## src/rtl/multicycle_controller_pkg.sv

```systemverilog
// Shared definitions for the multicycle RV32I control unit.
// Holds the FSM state encoding, ALU operation classes, ALUControl codes,
// opcode constants, and the select encodings driven into the datapath muxes.
package multicycle_controller_pkg;

    typedef enum logic [3:0] {
        S_FETCH    = 4'd0,
        S_DECODE   = 4'd1,
        S_MEMADR   = 4'd2,
        S_MEMREAD  = 4'd3,
        S_MEMWB    = 4'd4,
        S_MEMWRITE = 4'd5,
        S_EXECUTER = 4'd6,
        S_EXECUTEI = 4'd7,
        S_ALUWB    = 4'd8,
        S_BRANCH   = 4'd9,
        S_JAL      = 4'd10
    } state_t;

    typedef enum logic [1:0] {
        ALUOP_ADD   = 2'b00,
        ALUOP_SUB   = 2'b01,
        ALUOP_FUNCT = 2'b10
    } aluop_t;

    localparam logic [2:0] ALU_ADD = 3'b000;
    localparam logic [2:0] ALU_SUB = 3'b001;
    localparam logic [2:0] ALU_AND = 3'b010;
    localparam logic [2:0] ALU_OR  = 3'b011;
    localparam logic [2:0] ALU_SLT = 3'b101;

    localparam logic [6:0] OP_LOAD   = 7'b0000011;
    localparam logic [6:0] OP_STORE  = 7'b0100011;
    localparam logic [6:0] OP_RTYPE  = 7'b0110011;
    localparam logic [6:0] OP_ITYPE  = 7'b0010011;
    localparam logic [6:0] OP_BRANCH = 7'b1100011;
    localparam logic [6:0] OP_JAL    = 7'b1101111;

    localparam logic [1:0] SRCA_PC    = 2'b00;
    localparam logic [1:0] SRCA_OLDPC = 2'b01;
    localparam logic [1:0] SRCA_A     = 2'b10;

    localparam logic [1:0] SRCB_WD    = 2'b00;
    localparam logic [1:0] SRCB_IMM   = 2'b01;
    localparam logic [1:0] SRCB_FOUR  = 2'b10;

    localparam logic [1:0] RES_ALUOUT    = 2'b00;
    localparam logic [1:0] RES_DATA      = 2'b01;
    localparam logic [1:0] RES_ALURESULT = 2'b10;

    localparam logic [1:0] IMM_I = 2'b00;
    localparam logic [1:0] IMM_S = 2'b01;
    localparam logic [1:0] IMM_B = 2'b10;
    localparam logic [1:0] IMM_J = 2'b11;

endpackage

```

## src/rtl/multicycle_controller_alu_op_decoder.sv

```systemverilog
// ALU decoder: maps the FSM's ALU operation class plus instruction fields to
// the 3-bit ALUControl code.
// Ports: alu_op (class), funct3, op5 (Instr[5]), funct7b5 (Instr[30])
//        -> alu_control, funct_illegal (funct3 has no supported ALU function).
import multicycle_controller_pkg::*;

module multicycle_controller_alu_op_decoder (
    input  aluop_t     alu_op,
    input  logic [2:0] funct3,
    input  logic       op5,
    input  logic       funct7b5,
    output logic [2:0] alu_control,
    output logic       funct_illegal
);

    always_comb begin
        // Independent of alu_op so DECODE (which runs an add) can still flag it.
        funct_illegal = !(funct3 inside {3'b000, 3'b010, 3'b110, 3'b111});
        alu_control   = ALU_ADD;
        case (alu_op)
            ALUOP_ADD: alu_control = ALU_ADD;
            ALUOP_SUB: alu_control = ALU_SUB;
            default: begin
                case (funct3)
                    // Only R-type (op5=1) can select sub; addi ignores Instr[30].
                    3'b000:  alu_control = (op5 && funct7b5) ? ALU_SUB : ALU_ADD;
                    3'b010:  alu_control = ALU_SLT;
                    3'b110:  alu_control = ALU_OR;
                    3'b111:  alu_control = ALU_AND;
                    default: alu_control = ALU_ADD;
                endcase
            end
        endcase
    end

endmodule

```

## src/rtl/multicycle_controller.sv

```systemverilog
// Control unit for the multicycle RV32I core.
// Moore FSM sequencing each instruction; all outputs decode combinationally
// from the state register and the latched instruction fields.
// Inputs : clk, reset (async, active-low), op, funct3, funct7b5, Zero.
// Outputs: PCWrite, AdrSrc, MemWrite, IRWrite, ResultSrc, ALUControl,
//          ALUSrcA, ALUSrcB, ImmSrc, RegWrite, Illegal, State (debug).
//
// state    | meaning
// FETCH    | read instruction at PC, PC <= PC+4
// DECODE   | read registers, branch target into ALUOut, dispatch on op
// MEMADR   | compute load/store address
// MEMREAD  | read data memory at ALUOut
// MEMWB    | write loaded data to register file
// MEMWRITE | write data memory at ALUOut
// EXECUTER | R-type ALU operation
// EXECUTEI | I-type ALU operation
// ALUWB    | write ALUOut to register file
// BRANCH   | compare operands, conditionally load PC from ALUOut
// JAL      | PC <= target, ALU computes OldPC+4 for the link register
import multicycle_controller_pkg::*;

module multicycle_controller #(
    parameter bit BNE_EN = 1'b1
) (
    input  logic       clk,
    input  logic       reset,
    input  logic [6:0] op,
    input  logic [2:0] funct3,
    input  logic       funct7b5,
    input  logic       Zero,
    output logic       PCWrite,
    output logic       AdrSrc,
    output logic       MemWrite,
    output logic       IRWrite,
    output logic [1:0] ResultSrc,
    output logic [2:0] ALUControl,
    output logic [1:0] ALUSrcA,
    output logic [1:0] ALUSrcB,
    output logic [1:0] ImmSrc,
    output logic       RegWrite,
    output logic       Illegal,
    output logic [3:0] State
);

    state_t state, state_next;
    aluop_t alu_op;
    logic   pc_update, branch, mem_write, ir_write, reg_write;
    logic   funct_illegal, branch_ok, branch_taken;

    always_ff @(posedge clk or negedge reset) begin
        if (!reset) state <= S_FETCH;
        else        state <= state_next;
    end

    assign branch_ok    = (funct3 == 3'b000) || (BNE_EN && (funct3 == 3'b001));
    assign branch_taken = (funct3 == 3'b000) ? Zero
                                             : (BNE_EN && (funct3 == 3'b001) && !Zero);

    always_comb begin
        state_next = S_FETCH;
        pc_update  = 1'b0;
        branch     = 1'b0;
        AdrSrc     = 1'b0;
        mem_write  = 1'b0;
        ir_write   = 1'b0;
        reg_write  = 1'b0;
        ResultSrc  = RES_ALUOUT;
        alu_op     = ALUOP_ADD;
        ALUSrcA    = SRCA_PC;
        ALUSrcB    = SRCB_WD;
        Illegal    = 1'b0;
        case (state)
            S_FETCH: begin
                ir_write   = 1'b1;
                ALUSrcB    = SRCB_FOUR;
                ResultSrc  = RES_ALURESULT;
                pc_update  = 1'b1;
                state_next = S_DECODE;
            end
            S_DECODE: begin
                ALUSrcA = SRCA_OLDPC;
                ALUSrcB = SRCB_IMM;
                case (op)
                    OP_LOAD, OP_STORE: state_next = S_MEMADR;
                    OP_RTYPE: if (funct_illegal) Illegal = 1'b1;
                              else state_next = S_EXECUTER;
                    OP_ITYPE: if (funct_illegal) Illegal = 1'b1;
                              else state_next = S_EXECUTEI;
                    OP_BRANCH: if (branch_ok) state_next = S_BRANCH;
                               else Illegal = 1'b1;
                    OP_JAL:   state_next = S_JAL;
                    default:  Illegal = 1'b1;
                endcase
            end
            S_MEMADR: begin
                ALUSrcA    = SRCA_A;
                ALUSrcB    = SRCB_IMM;
                state_next = op[5] ? S_MEMWRITE : S_MEMREAD;
            end
            S_MEMREAD: begin
                AdrSrc     = 1'b1;
                state_next = S_MEMWB;
            end
            S_MEMWB: begin
                ResultSrc = RES_DATA;
                reg_write = 1'b1;
            end
            S_MEMWRITE: begin
                AdrSrc    = 1'b1;
                mem_write = 1'b1;
            end
            S_EXECUTER: begin
                ALUSrcA    = SRCA_A;
                alu_op     = ALUOP_FUNCT;
                state_next = S_ALUWB;
            end
            S_EXECUTEI: begin
                ALUSrcA    = SRCA_A;
                ALUSrcB    = SRCB_IMM;
                alu_op     = ALUOP_FUNCT;
                state_next = S_ALUWB;
            end
            S_ALUWB: reg_write = 1'b1;
            S_BRANCH: begin
                ALUSrcA = SRCA_A;
                alu_op  = ALUOP_SUB;
                branch  = 1'b1;
            end
            S_JAL: begin
                ALUSrcA    = SRCA_OLDPC;
                ALUSrcB    = SRCB_FOUR;
                pc_update  = 1'b1;
                state_next = S_ALUWB;
            end
            default: state_next = S_FETCH;
        endcase
    end

    always_comb begin
        case (op)
            OP_STORE:  ImmSrc = IMM_S;
            OP_BRANCH: ImmSrc = IMM_B;
            OP_JAL:    ImmSrc = IMM_J;
            default:   ImmSrc = IMM_I;
        endcase
    end

    multicycle_controller_alu_op_decoder u_alu_op_decoder (
        .alu_op       (alu_op),
        .funct3       (funct3),
        .op5          (op[5]),
        .funct7b5     (funct7b5),
        .alu_control  (ALUControl),
        .funct_illegal(funct_illegal)
    );

    // Architectural write enables are held off for the whole reset interval.
    assign PCWrite  = reset & (pc_update | (branch & branch_taken));
    assign IRWrite  = reset & ir_write;
    assign RegWrite = reset & reg_write;
    assign MemWrite = reset & mem_write;
    assign State    = state;

endmodule

```

## config.mk

```make
export PLATFORM = sky130hd
export DESIGN_NAME = multicycle_controller
export DESIGN_NICKNAME = d
export VERILOG_FILES = /design/src/rtl/multicycle_controller_pkg.sv /design/src/rtl/multicycle_controller_alu_op_decoder.sv /design/src/rtl/multicycle_controller.sv
export SDC_FILE = /design/constraint.sdc
export NUM_CORES = 1
export LEC_CHECK = 0
export CAP_MARGIN = 40
export CORE_ASPECT_RATIO = 1.25
export CORE_MARGIN = 1.5
export CORE_UTILIZATION = 32
export DETAILED_ROUTE_END_ITERATION = 10
export HOLD_SLACK_MARGIN = 0.06
export MAX_ROUTING_LAYER = met4
export PLACE_DENSITY = 0.74
export SYNTH_ARGS = -nofsm -noshare
export SYNTH_HDL_FRONTEND = slang
export SYNTH_HIERARCHICAL = 1
export SYNTH_SLANG_ARGS = --single-unit
export TNS_END_PERCENT = 50
```

## constraint.sdc

```tcl
create_clock -name clk -period 1.4 [get_ports clk]
set_input_delay 0.28 -clock clk [delete_from_list [all_inputs] [get_ports clk]]
set_output_delay 0.28 -clock clk [all_outputs]
set_load 0.005 [all_outputs]
```

==> insert_results.sql, run 1 <==
INSERT INTO impl_metrics (metric_group, metric, value, unit) VALUES
('cts', 'numClockSinks', '4', ''),
('detailed_routing', 'vias_post_dr', '1121', ''),
('synthesis', 'synth_top_area_frac', '0.177', ''),
('synthesis', 'biggest_area_contributors_in_the_synthesized_netlist', 'dfrtp_1, a21oi_1, nor2_1, nor3_1, a2111oi_4', ''),
('detailed_routing', 'detailedRoute.firstIterationViolations', '60', ''),
('critical_path', 'critPathArrivalTime', '1.54', 'ns'),
('job', 'cap_violations', '0', ''),
('synthesis', 'synth_cell_types', '34', ''),
('global_route', 'grt_first_pass_wirelength', '5.13', 'mm'),
('run_status', 'violations', 'setup timing', ''),
('critical_path', 'critical_path.cell_chain', 'nor2b_4 > buf_6 > nor4_4 > a31oi_1 > nor2b_1 > buf_2', ''),
('global_route', 'initial_antenna_violation_count', '0', ''),
('sta', 'slew_headroom', '0.734', ''),
('critical_path', 'cp_num_buf_inv', '2', ''),
('critical_path', 'worst_ep_required_time', '1.12', 'ns'),
('sta', 'transition_time_at_the_pin_with_the_least_slew_margin', '0.396', 'ns'),
('synthesis', 'adder_cell_area_share_of_the_yosys_netlist', '0', ''),
('synthesis', 'synth_top_family_by_area', 'simple AND/OR/NAND/NOR gates', ''),
('critical_path', 'worstSetupPathType', 'reg -> out', ''),
('critical_path', 'worst_setup_path_end_kind', 'output port', ''),
('global_route', 'globalRouteOverflowTotal', '0', ''),
('cts', 'h-tree-depth', '1', ''),
('synthesis', 'synthesis.area_per_instance', '7.07', 'sq um'),
('finish', 'most-common-layout-cells', 'buf_4, buf_6, buf_2', ''),
('synthesis', 'synth_seq_area_share', '0.177', ''),
('critical_path', 'critPathMaxFanout', '5', ''),
('sta', 'hold_viol_final', '0', ''),
('finish', 'layout-drive-gt1-share', '0.697', ''),
('power_and_ir_drop', 'p_leak', '0.713', 'nW'),
('detailed_routing', 'routed_wire_length_per_instance', '21.6', 'um'),
('floorplanning', 'floorplan.initialDensity', '0.349', ''),
('finish', 'antenna-diode-count', '0', ''),
('power_and_ir_drop', 'switching_share', '0.366', ''),
('finish', 'final_common_cell', 'buf_4', ''),
('synthesis', 'synth_compound_area_frac', '0.285', ''),
('placement', 'gp_congestion', '0.781', ''),
('placement', 'place_area', '1180', 'sq um'),
('finish', 'final_layout_fill_cell_count', '63', ''),
('floorplanning', 'top_level_ports', '35', ''),
('finish', 'stdcell_area', '1490', 'sq um'),
('global_route', 'grt_usage', '0.376', ''),
('synthesis', 'muxShareOfSynthArea', '0', ''),
('power_and_ir_drop', 'pwr_density_cell', '474', 'nW/um^2'),
('cts', 'tritoncts_clock_tree', 'yes', ''),
('power_and_ir_drop', 'share_comb_of_total_power', '0.602', ''),
('global_route', 'first_global_vias', '1059', ''),
('sta', 'final.setup.worst_slack', '-0.417', 'ns'),
('finish', 'largest_reg_flops', '4', ''),
('sta', 'finalSetupViolations', '21', ''),
('placement', 'port_buffers', '34', ''),
('floorplanning', 'floorplan.core_area', '1620', 'sq um'),
('critical_path', 'critical_path.max_stage_delay', '0.44', 'ns'),
('critical_path', 'critPathLaunch', 'State[1]', ''),
('synthesis', 'mappedNetlistArea', '566', 'sq um'),
('sta', 'min_period_over_period', '1.30', ''),
('cts', 'clock_latency_on_the_worst_skew_pair', '0.25', 'ns'),
('run_status', 'run_status', 'finished with violations', ''),
('cts', 'cts_max_path_buffers', '2', ''),
('sta', 'fin_tns_setup', '-5.57', 'ns'),
('finish', 'finalNetCount', '181', ''),
('power_and_ir_drop', 'share_seq_of_total_power', '0.178', ''),
('power_and_ir_drop', 'internal-power', '0.447', 'mW'),
('synthesis', 'yosys_register_bits', '4', ''),
('cts', 'clkSlewWorstSetupHoldPaths', '0.04', 'ns'),
('synthesis', 'synth-warning-count', '6', ''),
('power_and_ir_drop', 'switching_power', '0.258', 'mW'),
('detailed_routing', 'drt_first_pass_iters', '4', ''),
('detailed_routing', 'final_antenna_net_count', '0', ''),
('synthesis', 'synthesis.nets', '94', ''),
('global_route', 'grt_start_max_net_pins', '8', ''),
('floorplanning', 'floorplan.die.width', '40.6', 'um');
## final timing paths
path / endpoint / slack (ns) / cells past startpoint
min in group clk: State[0] / 0.57 / 5
min: State[0] / 0.51 / 2
min reg2reg: State[2] / 0.69 / 2
max reg2reg: State[1] / -0.26 / 5
max in group asynchronous: State[3] / 0.76 / 2
max: PCWrite / -0.42 / 6
## kinds of logic (layout without fill, tap and decap cells)
family / Yosys count / after routing
and+or+nand+nor: 45 / 45
DFF: 4 / 4
buffers and inverters: 7 / 92
xor gates and xnor gates: 2 / 2
AOI/OAI and AO/OA: 22 / 22
## synth_stat cells
master      n
o21ai_0     2
a2111oi_4   1
buf_1       1
a31oi_1     1
and4b_1     1
nand3_1     1
a21oi_1     9
and2_1      4
buf_2       1
clkbuf_1    2
nand4_1     1
nor2_1     10
xor2_1      1
a32o_1      1
and3_2      2
a22o_1      1
xnor2_1     1
dfrtp_1     4
nor3b_1     2
nand2b_4    1
inv_1       3
a21o_1      2
nand2b_1    4
or2_2       1
or3_4       1
nand4b_1    1
nor4_1      2
o22ai_1     2
o22a_1      1
a22oi_1     1
a41o_1      1
nand2_1     5
nor2b_1     3
nor3_1      6
## power by group through the flow
stage | Combinational (mW) | Clock, mW | Sequential (mW)
global route | 0.443 | 0.161 | 0.126
finish | 0.424 | 0.155 | 0.126
detailed placement | 0.335 | 0 | 0.128
floorplan | 0.112 | 0 | 0.132
CTS | 0.355 | 0.145 | 0.125
global placement | 0.327 | 0 | 0.129
## routing by layer
| metal | up-vias | track usage | wire, um |
|---|---|---|---|
| met5 | - | - | 0 |
| met4 | 0 | 0.222 | 229 |
| met3 | 26 | 0.0856 | 305 |
| li1 | 468 | - | - |
| met1 | 541 | 0.402 | 1410 |
| met2 | 86 | 0.595 | 2000 |
## worst register-to-register path, stage by stage (launching register included)
cell and delay [ns]:
dfrtp_2 0.44, buf_4 0.16, or3_4 0.40, buf_6 0.13
a2111oi_4 0.24, a32o_1 0.22
## through the flow
stage | worst slack (ns) | hold slack [ns] | power (mW) | instances | utilization
4_1_cts | -0.351 | 0.445 | 0.625 | 182 | 0.876
3_3_place_gp | -0.826 | 0.596 | 0.456 | 163 | 0.728
2_1_floorplan | -0.0541 | -0.0156 | 0.244 | 80 | -
5_1_grt | -0.502 | 0.521 | 0.730 | 183 | 0.917
3_5_place_dp | -0.910 | 0.632 | 0.463 | 163 | 0.728
6_report | -0.417 | 0.508 | 0.705 | 183 | 0.917
## layout make-up
cell class,instances,area (sq um),share of cell area
Tap cell,18,22.5,0.0151
Clock buffer,3,22.5,0.0151
Timing Repair Buffer,86,722,0.485
Inverter,3,11.3,0.00757
Sequential cell,4,104,0.0698
Multi-Input combinational cell,69,606,0.407
## repair_timing
| item | in CTS | in global routing |
|---|---|---|
| gates cloned | 0 | 0 |
| gates resized for setup | 148 | 23 |
| pin swaps | 24 | 12 |
| buffers inserted | 16 | 3 |
| endpoints found under the hold margin | 0 | 0 |
| endpoints found under the setup margin | 25 | 24 |
| hold buffers | 0 | 0 |
Note: power is estimated with default switching activity, not from simulation.
==> inputs of run 2 (changes only) <==
--- a/config.mk
+++ b/config.mk
@@ -7,7 +7,7 @@
 export LEC_CHECK = 0
 export CAP_MARGIN = 40
 export CORE_ASPECT_RATIO = 1.25
-export CORE_MARGIN = 1.5
+export CORE_MARGIN = 4
 export CORE_UTILIZATION = 32
 export DETAILED_ROUTE_END_ITERATION = 10
 export HOLD_SLACK_MARGIN = 0.06
==> run 2 against run 1 <==
Against the previous run: the run still ends with setup timing left; power fell by 8.2%; sequential power rose by 7%; routed wire length fell by 21%; largest cell class unchanged; largest power group unchanged; highest routed layer unchanged.
==> insert_results.sql, run 2 (synthesis gave the netlist of run 1 again) <==
INSERT INTO impl_metrics (metric_group, metric, value, unit) VALUES
('run_status', 'run_status', 'finished with violations', ''),
('run_status', 'violations', 'setup timing', ''),
('critical_path', 'worstSetupPathType', 'reg -> out', ''),
('sta', 'max_freq', '0.545', 'GHz'),
('power_and_ir_drop', 'share_comb_of_total_power', '0.576', ''),
('placement', 'port_buffers', '34', ''),
('finish', 'final_common_cell', 'buf_4', ''),
('cts', 'clock_latency_on_the_worst_skew_pair', '0.23', 'ns'),
('critical_path', 'worst_ep_required_time', '1.12', 'ns'),
('critical_path', 'critPathMaxFanout', '4', ''),
('detailed_routing', 'met1_length', '1.10', 'mm'),
('detailed_routing', 'final_antenna_net_count', '0', ''),
('sta', 'fin_worst_hold_slack', '0.525', 'ns'),
('job', 'cap_violations', '0', ''),
('critical_path', 'r2r_setup_slack', '-0.25', 'ns'),
('power_and_ir_drop', 'internal-power', '0.432', 'mW'),
('global_route', 'globalRouteOverflowTotal', '0', ''),
('placement', 'detailedPlacementHpwl', '1.77', 'mm'),
('finish', 'largest_reg_flops', '4', ''),
('sta', 'transition_time_at_the_pin_with_the_least_slew_margin', '0.338', 'ns'),
('floorplanning', 'die_h', '55', 'um'),
('floorplanning', 'floorplan.initialDensity', '0.349', ''),
('placement', 'gp_congestion', '0.862', ''),
('detailed_routing', 'drt_first_pass_iters', '4', ''),
('critical_path', 'start_kind', 'flip-flop', ''),
('cts', 'clk_root_buffer_cell', 'clkbuf_4', ''),
('detailed_routing', 'route.met2.wl', '1.78', 'mm'),
('global_route', 'first_global_vias', '1047', ''),
('finish', 'finalNetCount', '174', ''),
('detailed_routing', 'wirelength', '3.13', 'mm'),
('critical_path', 'cp_num_buf_inv', '2', ''),
('floorplanning', 'top_level_ports', '35', ''),
('detailed_routing', 'route.detailed.vias_per_inst', '5.53', ''),
('detailed_routing', 'routed_wire_length_per_instance', '17.8', 'um'),
('cts', 'numClockSinks', '4', ''),
('power_and_ir_drop', 'share_seq_of_total_power', '0.208', ''),
('cts', 'cts_max_path_buffers', '2', ''),
('global_route', 'initial_antenna_violation_count', '0', ''),
('cts', 'tritoncts_clock_tree', 'yes', ''),
('critical_path', 'critical_path.max_stage_delay', '0.38', 'ns'),
('power_and_ir_drop', 'pwr_density_cell', '475', 'nW/um^2'),
('global_route', 'grt_usage', '0.258', ''),
('detailed_routing', 'detailedRoute.firstIterationViolations', '14', ''),
('power_and_ir_drop', 'p_leak', '0.657', 'nW'),
('cts', 'inserted_clock_buffers', '3', ''),
('sta', 'min_period_over_period', '1.31', ''),
('floorplanning', 'floorplan.die.width', '45.6', 'um'),
('power_and_ir_drop', 'switching_share', '0.333', ''),
('global_route', 'grt_start_max_net_pins', '10', ''),
('hold_path', 'timing.hold.worst.class', 'in -> async', ''),
('sta', 'rsz0062_at_grt', 'true', ''),
('sta', 'slew_headroom', '0.775', ''),
('finish', 'area_growth', '141', '%'),
('floorplanning', 'floorplan.core_area', '1620', 'sq um'),
('floorplanning', 'fp-row-count', '16', ''),
('power_and_ir_drop', 'power.share.clock', '0.216', ''),
('floorplanning', 'die-area', '2510', 'sq um'),
('cts', 'cts_hold_buf', '0', ''),
('cts', 'h-tree-depth', '1', ''),
('sta', 'final_max_slew_viol_count', '0', ''),
('critical_path', 'critical-path-top-delay-family', 'simple AND/OR/NAND/NOR gates', ''),
('detailed_routing', 'topRoutingLayerUsed', 'met4', ''),
('critical_path', 'critical_path.slowest_cell', 'dfrtp_1', ''),
('finish', 'final_layout_fill_cell_count', '92', ''),
('power_and_ir_drop', 'peak_vdd_ir', '0.414', 'mV'),
('sta', 'final.min_clock_period', '1.83', 'ns'),
('finish', 'most-common-layout-cells', 'buf_4, buf_2, buf_6', ''),
('sta', 'final.setup.worst_slack', '-0.434', 'ns'),
('critical_path', 'critical_path.cell_chain', 'buf_6 > nor2b_4 > and2_4 > and4b_1 > a21oi_1 > o22ai_1 > buf_2', ''),
('critical_path', 'worst_setup_path_end_kind', 'output port', ''),
('finish', 'final_core_util', '0.840', ''),
('sta', 'finClkSkew', '0.00293', 'ns'),
('sta', 'finalSetupViolations', '20', ''),
('detailed_routing', 'remaining_drc_errors', '0', ''),
('placement', 'post-place-ws', '-0.884', 'ns'),
('detailed_routing', 'vias_post_dr', '974', ''),
('power_and_ir_drop', 'switching_power', '0.215', 'mW'),
('global_route', 'grt_first_pass_wirelength', '4.55', 'mm'),
('finish', 'layout-drive-gt1-share', '0.658', ''),
('cts', 'clkSlewWorstSetupHoldPaths', '0.04', 'ns'),
('sta', 'hold_viol_final', '0', ''),
('critical_path', 'critPathArrivalTime', '1.55', 'ns'),
('detailed_routing', 'wl_met3', '146', 'um'),
('finish', 'antenna-diode-count', '0', '');
==> run 2: power groups by stage <==
stage | Sequential, mW | Combinational [mW] | Clock (mW)
floorplan | 0.132 | 0.112 | 0
CTS | 0.133 | 0.337 | 0.149
finish | 0.135 | 0.373 | 0.140
global placement | 0.134 | 0.312 | 0
detailed placement | 0.133 | 0.319 | 0
global route | 0.135 | 0.397 | 0.156
==> run 2: layout make-up <==
class | instances | area (sq um) | share of cell area
Sequential cell | 4 | 104 | 0.0762
Tap cell | 18 | 22.5 | 0.0165
Clock buffer | 3 | 22.5 | 0.0165
Timing Repair Buffer | 79 | 617 | 0.453
Multi-Input combinational cell | 69 | 586 | 0.430
Inverter | 3 | 11.3 | 0.00826
==> run 2: worst reg2reg max path, cell delays in order, from the launching register on <==
cell and delay (ns):
dfrtp_2 0.44, buf_12 0.14, or3_4 0.40, buf_6 0.13, a2111oi_4 0.26, a22o_1 0.21
==> run 2: final timing paths <==
check | from | to | cells past startpoint
min in group clk | op[6] | State[0] | 4
worst max register to register | State[2] | State[3] | 5
max in group asynchronous | reset | State[0] | 2
worst min-delay path | reset | State[3] | 2
worst max-delay path | State[3] | ALUControl[0] | 7
worst min register to register | State[2] | State[2] | 2
==> run 2: metal layers <==
layer  up-vias  GRT usage
met2        38      0.465
met1       476      0.261
li1        450          -
met5         -          -
met4         0      0.176
met3        10     0.0194
==> run 2: what timing repair did <==
action                                  CTS  global route
gates resized for setup                 117            21
pin swaps                                14             6
endpoints found under the setup margin   25            24
buffers inserted                         13             1
cloned                                    0             0
==> run 2: per-stage QoR <==
step	instance area [sq um]	TNS [ns]	cells	total power, mW
detailed placement	1150	-10.08	159	0.453
floorplan	573	-0.0980	80	0.244
CTS	1340	-4.58	175	0.619
global route	1360	-6.30	176	0.688
finish	1360	-5.13	176	0.647
global placement	1150	-9.47	159	0.445
